`src/rtl/fetch_unit.sv`:
```
// Instruction fetch stage: sequential PC, mispredict redirect and optional BTB prediction.
// Define FETCH_BTB_EN to build the 16-entry BTB and predicted-taken redirect path.
module fetch_unit (
    input  logic        CLK,
    input  logic        NRST,
    input  logic        stall,
    input  logic        fail_predict,
    input  logic [12:0] redirect_pc,
    input  logic        upd_valid,
    input  logic [12:0] upd_pc,
    input  logic [12:0] upd_target,
    input  logic        upd_taken,
    output logic [10:0] imem_addr,
    output logic        imem_en,
    input  logic [31:0] imem_rdata,
    output logic [12:0] pcF,
    output logic [31:0] instF,
    output logic        hit_predict1
);

    logic [12:0] pc_q;
    logic [12:0] pcf_q;
    logic        kill_q;
    logic        redirect_take;
    logic [12:0] redirect_target;

    assign imem_addr = pc_q[12:2];
    assign imem_en   = ~stall | fail_predict;
    assign pcF       = pcf_q;
    // kill_q blanks instF until the first fetch after reset or a mispredict returns
    assign instF     = kill_q ? 32'h0 : imem_rdata;

    always_ff @(posedge CLK) begin
        if (!NRST) begin
            pc_q   <= 13'h0;
            pcf_q  <= 13'h0;
            kill_q <= 1'b1;
        end else if (fail_predict) begin
            pc_q   <= redirect_pc;
            pcf_q  <= 13'h0;
            kill_q <= 1'b1;
        end else if (!stall) begin
            pcf_q  <= pc_q;
            kill_q <= 1'b0;
            pc_q   <= redirect_take ? redirect_target : pc_q + 13'd4;
        end
    end

`ifdef FETCH_BTB_EN
    logic [15:0]       btb_valid;
    logic [15:0][6:0]  btb_tag;
    logic [15:0][12:0] btb_target;
    logic [15:0][1:0]  btb_ctr;
    logic [3:0]        look_idx;
    logic              look_taken;
    logic [3:0]        upd_idx;
    logic              upd_hit;
    logic              pend_taken_q;
    logic [12:0]       pend_target_q;
    logic              hit_q;
    logic              unused_upd_bits;

    assign unused_upd_bits = ^upd_pc[1:0];

    assign look_idx   = pc_q[5:2];
    assign look_taken = btb_valid[look_idx] && (btb_tag[look_idx] == pc_q[12:6])
                        && btb_ctr[look_idx][1];

    assign redirect_take   = pend_taken_q;
    assign redirect_target = pend_target_q;
    assign hit_predict1    = hit_q;

    // No new prediction while the previous one's redirect is being applied
    always_ff @(posedge CLK) begin
        if (!NRST) begin
            pend_taken_q  <= 1'b0;
            pend_target_q <= 13'h0;
            hit_q         <= 1'b0;
        end else if (fail_predict) begin
            pend_taken_q  <= 1'b0;
            pend_target_q <= 13'h0;
            hit_q         <= 1'b0;
        end else if (!stall) begin
            pend_taken_q  <= look_taken & ~pend_taken_q;
            pend_target_q <= btb_target[look_idx];
            hit_q         <= pend_taken_q;
        end
    end

    assign upd_idx = upd_pc[5:2];
    assign upd_hit = btb_valid[upd_idx] && (btb_tag[upd_idx] == upd_pc[12:6]);

    // Lookup reads the arrays combinationally, so same-cycle updates are seen only next cycle
    always_ff @(posedge CLK) begin
        if (!NRST) begin
            btb_valid  <= '0;
            btb_tag    <= '0;
            btb_target <= '0;
            btb_ctr    <= {16{2'b01}};
        end else if (upd_valid) begin
            if (upd_hit) begin
                if (upd_taken) begin
                    btb_target[upd_idx] <= upd_target;
                    if (btb_ctr[upd_idx] != 2'b11)
                        btb_ctr[upd_idx] <= btb_ctr[upd_idx] + 2'b01;
                end else if (btb_ctr[upd_idx] != 2'b00) begin
                    btb_ctr[upd_idx] <= btb_ctr[upd_idx] - 2'b01;
                end
            end else if (upd_taken) begin
                btb_valid[upd_idx]  <= 1'b1;
                btb_tag[upd_idx]    <= upd_pc[12:6];
                btb_target[upd_idx] <= upd_target;
                btb_ctr[upd_idx]    <= 2'b10;
            end
        end
    end
`else
    logic unused_upd;

    assign unused_upd      = ^{upd_valid, upd_pc, upd_target, upd_taken};
    assign redirect_take   = 1'b0;
    assign redirect_target = 13'h0;
    assign hit_predict1    = 1'b0;
`endif

endmodule

```
`config.mk`:
```
export PLATFORM = sky130hd
export DESIGN_NAME = fetch_unit
export DESIGN_NICKNAME = d
export VERILOG_FILES = /design/src/rtl/fetch_unit.sv
export SDC_FILE = /design/constraint.sdc
export NUM_CORES = 1
export LEC_CHECK = 0
export CAP_MARGIN = 20
export CORE_MARGIN = 2
export CORE_UTILIZATION = 34
export CTS_CLUSTER_SIZE = 40
export DETAILED_ROUTE_END_ITERATION = 7
export PLACE_DENSITY = 0.87
export SYNTH_ARGS = -nofsm -noshare
export SYNTH_HDL_FRONTEND = slang
export SYNTH_SLANG_ARGS = --single-unit
```
`constraint.sdc`:
```
create_clock -name CLK -period 2.85 [get_ports CLK]
set_input_delay 0.57 -clock CLK [delete_from_list [all_inputs] [get_ports CLK]]
set_output_delay 0.57 -clock CLK [all_outputs]
set_load 0.05 [all_outputs]
```
==> results.sh, run 1 <==
export IMPL_status="finished, final reports clean"
export IMPL_dr_first_iter_drc_count=29
export IMPL_placed_area_um2=2449
export IMPL_rsz0062_at_grt="false"
export IMPL_drive_above_1_share=0.1778
export IMPL_start_kind="flop"
export IMPL_routed_wl_um=4082
export IMPL_post_drt_wl_per_cell_um=12.68
export IMPL_power_total_mw=0.9387
export IMPL_crit_required_ps=2280
export IMPL_antennaDiodeCount=0
export IMPL_max_freq_mhz=449.0
export IMPL_relSlewSlack=0.4892
export IMPL_grt_pass1_vias=1301
export IMPL_cp_top_family="buffers and inverters"
export IMPL_setup_violations=0
export IMPL_clkSinkCount=27
export IMPL_portBuffers=105
export IMPL_cts_setup_buffers=0
export IMPL_crit_slowest_cell="clkdlybuf4s50_1"
export IMPL_grt_pass1_wl_um=6279
export IMPL_async_flop_share=0
export IMPL_drtAntennaViolNets=0
export IMPL_synthFlopType="dfxtp_1"
export IMPL_globalRouteOverflowTotal=0
export IMPL_hp_class="flop to flop"
export IMPL_netlist_area_um2=1523
export IMPL_io_pins=135
export IMPL_cp_end_kind="output port"
export IMPL_hpwlAfterDp_um=3274
export IMPL_drcViolationCount=0
export IMPL_cts_htree_levels=1
export IMPL_die_y_um=70.92
export IMPL_syn_inst=180
export IMPL_grt_usage=0.1543
export IMPL_synth_edf_count=0
export IMPL_setup_slack_ps=622.7
export IMPL_ys_warn_count=0
export IMPL_synth_common_cells="nor2b_1 (35), dfxtp_1 (27), nand2_1 (18)"
export IMPL_netlist_area_leader_share=0.3550
export IMPL_hold_viol=0
export IMPL_finalSetupTns_ps=0
export IMPL_crit_type="flop to output port"
export IMPL_leakage_nw=0.9937
export IMPL_cp_max_fo=6
export IMPL_tightest_slew_ps=765.1
export IMPL_routed_top_layer="met4"
export IMPL_wl_met1_um=1539
export IMPL_ys_ff_latch=27
export IMPL_synth_area_leaders="dfxtp_1 (35%), nor2b_1 (14%), mux2i_1 (11%)"
export IMPL_syn_to_final_growth_pct=64.01
export IMPL_dp_slack_ps=611.9
export IMPL_via_count=1480
export IMPL_core_um2=4324
export IMPL_insertion_delay_ps=270
export IMPL_start_util=0.3521
export IMPL_yosysUniqueCellTypes=24
export IMPL_ir_drop_mv=0.2386
export IMPL_fin_area_um2=2497
export IMPL_yosysTopAreaCell="dfxtp_1"
export IMPL_dr_pass1_iters=5
export IMPL_seq_area_frac_synth=0.3550
export IMPL_drv_slew=0
export IMPL_row_count=24
export IMPL_cts_hold_buf=0
export IMPL_synthMostInstantiatedCell="nor2b_1"
export IMPL_ctsResizeCount=0
export IMPL_clk_pin_slew_worst_paths_ps=100
export IMPL_fp_dieW_um=70.92
export IMPL_wl_met3_um=408
export IMPL_p_per_area_nw_per_um2=375.9
export IMPL_cts_made_buffers=3
export IMPL_finClkSkew_ps=7.272
export IMPL_clockRootBuffer="clkbuf_8"
export IMPL_die_area_um2=5030
export IMPL_gp_congestion=0.7692
export IMPL_via_per_inst=4.596
export IMPL_avgSynthCellArea_um2=8.460
export IMPL_cp_num_buf_inv=1
export IMPL_period_share=0.7815
export IMPL_final_nets=349
export IMPL_fin_crit_ps=2227
export IMPL_antenna_found_initial=0
export IMPL_syn_num_nets=258
export IMPL_grt_max_degree=27
export IMPL_wl_met2_um=2117
export IMPL_path_cells="clkdlybuf4s50_1"
export IMPL_clockBufferDepth=2
export IMPL_cp_arrival_ps=1660
export IMPL_slowest_delay_ps=880
export IMPL_max_cap_violations=0
export IMPL_cts_tree="done"
## final timing paths
path / start / to / slack, ps / depth (start not counted)
setup reg to reg: pc_q[2] / pc_q[4] / 1480 / 5
hold reg to reg: pcF[11] / pcF[11] / 510 / 2
hold / removal: pcF[11] / pcF[11] / 510 / 2
setup / recovery: pc_q[5] / imem_addr[3] / 620 / 1
## logic make-up (layout without fill, tap and decap cells)
family | Yosys count | after routing | synth area share
xor+xnor | 10 | 10 | 0.05752
fa+ha+maj | 1 | 1 | 0.008216
mux | 16 | 16 | 0.1052
compound gates | 20 | 20 | 0.07888
simple gates | 80 | 80 | 0.2974
other cells | 1 | 1 | 0.002463
buf+inv | 25 | 115 | 0.09532
flops | 27 | 27 | 0.3550
## layout make-up
class	count	area, um^2
Multi-Input combinational cell	128	837.1
Fill cell	376	1827
Inverter	2	7.507
Clock inverter	1	7.507
Timing Repair Buffer	109	998.5
Clock buffer	3	41.29
Sequential cell	27	540.5
Tap cell	52	65.06
## registers in the layout (all words and copies together) (netlist names)
signal  flops
pc_q       13
pcF        13
kill_q      1
## power by group
part           leakage, nW  switching (mW)  internal, mW  total, mW
registers            0.221          0.0246         0.393      0.418
logic                0.751           0.164         0.136      0.300
clock network       0.0217           0.122        0.0992      0.221
total                0.994           0.310         0.628      0.939
## metrics by stage
step                      hold WS [ps]  std cells    util
final                            506.1        322  0.5775
after global routing             531.9        322  0.5775
after CTS                        510.6        322  0.5775
after detailed placement         485.5        318  0.5663
after global placement           475.1        318  0.5663
after floorplan                  459.6        180       -
## metal layers
metal	GRT usage	vias to the layer above
met5	0	-
met4	0.03145	0
met3	0.04416	2
met2	0.2876	74
met1	0.1744	655
li1	-	749
## cell usage in the layout, fill, tap and decap left out
cell	n
nand3_1	1
clkbuf_8	3
xor2_1	3
inv_1	2
xnor2_1	7
nor2b_1	35
clkinvlp_4	1
conb_1	1
ha_1	1
o21ai_0	11
nand4b_1	2
and2_1	3
o31ai_1	1
nand4_4	1
a21o_1	1
dfxtp_1	27
nor3_2	4
clkdlybuf4s50_1	72
o31ai_2	2
buf_4	37
nor2_1	15
mux2i_1	16
nand3b_1	1
nand2_1	18
a21oi_1	5
(Power assumes the default switching activity.)
==> run 2: changes to the inputs <==
--- a/config.mk
+++ b/config.mk
@@ -7,10 +7,10 @@
 export LEC_CHECK = 0
 export CAP_MARGIN = 20
 export CORE_MARGIN = 2
-export CORE_UTILIZATION = 34
+export CORE_UTILIZATION = 28
 export CTS_CLUSTER_SIZE = 40
 export DETAILED_ROUTE_END_ITERATION = 7
-export PLACE_DENSITY = 0.87
+export PLACE_DENSITY = 0.76
 export SYNTH_ARGS = -nofsm -noshare
 export SYNTH_HDL_FRONTEND = slang
 export SYNTH_SLANG_ARGS = --single-unit
==> constraint.sdc (replaced) <==
create_clock -name CLK -period 2 [get_ports CLK]
set_input_delay 0.4 -clock CLK [delete_from_list [all_inputs] [get_ports CLK]]
set_output_delay 0.4 -clock CLK [all_outputs]
set_load 0.05 [all_outputs]
==> results.sh, run 2 (synthesized netlist as in run 1, its figures left out) <==
export IMPL_hp_class="flop to flop"
export IMPL_p_sw_mw=0.4602
export IMPL_cp_num_buf_inv=1
export IMPL_grt_usage=0.1493
export IMPL_slowest_delay_ps=820
export IMPL_reg2reg_slack_ps=600
export IMPL_io_pins=135
export IMPL_tightest_slew_ps=521.0
export IMPL_period_share=0.9362
export IMPL_post_drt_wl_per_cell_um=12.86
export IMPL_max_freq_mhz=534.1
export IMPL_die_y_um=77.75
export IMPL_core_um2=5172
export IMPL_crit_required_ps=1600
export IMPL_clockBufferDepth=2
export IMPL_p_per_area_nw_per_um2=495.8
export IMPL_hold_viol=0
export IMPL_place_inst=341
export IMPL_rsz0062_at_grt="false"
export IMPL_dp_slack_ps=202.0
export IMPL_dr_first_iter_drc_count=27
export IMPL_path_cells="clkdlybuf4s50_1"
export IMPL_gp_congestion=0.7355
export IMPL_relSlewSlack=0.6516
export IMPL_clk_pin_slew_worst_paths_ps=100
export IMPL_clkSinkCount=27
export IMPL_clockPowerShare=0.231
export IMPL_combPwrFrac=0.346
export IMPL_grt_pass1_wl_um=7210
export IMPL_cts_setup_buffers=0
export IMPL_antenna_found_initial=0
export IMPL_max_cap_violations=0
export IMPL_multi_input_area_um2=837.1
export IMPL_crit_slowest_cell="clkdlybuf4s50_1"
export IMPL_via_count=1496
export IMPL_instances_no_fill=345
export IMPL_fillCellCount=456
export IMPL_via_per_inst=4.336
export IMPL_start_kind="flop"
export IMPL_cts_htree_levels=1
export IMPL_insertion_delay_ps=280
export IMPL_finClkSkew_ps=10.67
export IMPL_cp_arrival_ps=1470
export IMPL_fp_dieW_um=77.75
export IMPL_grt_max_degree=28
export IMPL_cp_top_family="buffers and inverters"
export IMPL_clockRootBuffer="clkbuf_8"
export IMPL_drive_above_1_share=0.2255
export IMPL_ctsResizeCount=0
export IMPL_die_area_um2=6044
export IMPL_power_total_mw=1.393
export IMPL_seqPwrFrac=0.423
export IMPL_placed_area_um2=2761
export IMPL_dr_pass1_iters=4
export IMPL_cts_tree="done"
export IMPL_cts_made_buffers=3
export IMPL_portBuffers=105
export IMPL_fin_crit_ps=1872
export IMPL_swShare=0.3303
export IMPL_cts_hold_buf=0
export IMPL_setup_violations=0
export IMPL_regArea_um2=540.5
export IMPL_finalSetupTns_ps=0
export IMPL_grt_pass1_vias=1493
export IMPL_leakage_nw=1.098
export IMPL_ir_drop_mv=0.4030
export IMPL_final_nets=354
export IMPL_most_common_layout_cells="clkdlybuf4s50_1 (63), nor2b_1 (35), buf_4 (29)"
export IMPL_status="finished, final reports clean"
export IMPL_start_util=0.2944
export IMPL_fin_area_um2=2810
export IMPL_final_common_cell="clkdlybuf4s50_1"
export IMPL_drv_slew=0
export IMPL_row_count=26
export IMPL_hpwlAfterDp_um=3537
export IMPL_setup_slack_ps=127.6
export IMPL_routed_wl_um=4436
export IMPL_cp_max_fo=3
export IMPL_drtAntennaViolNets=0
export IMPL_drcViolationCount=0
export IMPL_globalRouteOverflowTotal=0
export IMPL_antennaDiodeCount=0
export IMPL_cp_end_kind="output port"
export IMPL_syn_to_final_growth_pct=84.55
export IMPL_intPower_mw=0.9331
export IMPL_crit_type="flop to output port"
==> run 2: cell types whose count changed in the layout (fill, tap and decap cells not counted), sizes merged <==
cell	delta
buf	+14
clkdlybuf4s50	-9
==> run 2: final cells by class <==
class                      count  share of cell area
clock buffer                   3             0.01469
clock inverter                 1            0.002671
inverter                       2            0.002671
multi-input combinational    128              0.2979
sequential                    27              0.1923
tap                           70             0.03117
timing repair buffer         114              0.4586
==> run 2: power groups by stage <==
stage	sequential [mW]	clock (mW)	combinational (mW)
2_1_floorplan	0.615	0	0.260
3_3_place_gp	0.601	0	0.483
3_5_place_dp	0.602	0	0.485
4_1_cts	0.590	0.331	0.486
5_1_grt	0.594	0.361	0.510
6_report	0.589	0.322	0.482
==> run 2: metrics by stage <==
| stage | utilization | hold WS [ps] |
|---|---|---|
| 2_1_floorplan | - | 459.6 |
| 4_1_cts | 0.5433 | 508.4 |
| 3_3_place_gp | 0.5339 | 474.3 |
| 5_1_grt | 0.5433 | 536.2 |
| 6_report | 0.5433 | 500.4 |
| 3_5_place_dp | 0.5339 | 484.0 |
==> run 2: final timing paths <==
kind | start | to | cells after the start
worst max-delay path | pc_q[12] | imem_addr[10] | 1
worst min-delay path | pcF[6] | pcF[6] | 2
worst max register to register | pc_q[2] | pc_q[4] | 5
worst min register to register | pcF[6] | pcF[6] | 2
==> run 2: routing by layer <==
metal	GRT usage	up-vias	wire, um
met5	0	-	0
met4	0.04286	0	48
met3	0.03023	5	393
met2	0.2724	76	2171
met1	0.1749	657	1823
li1	-	758	-
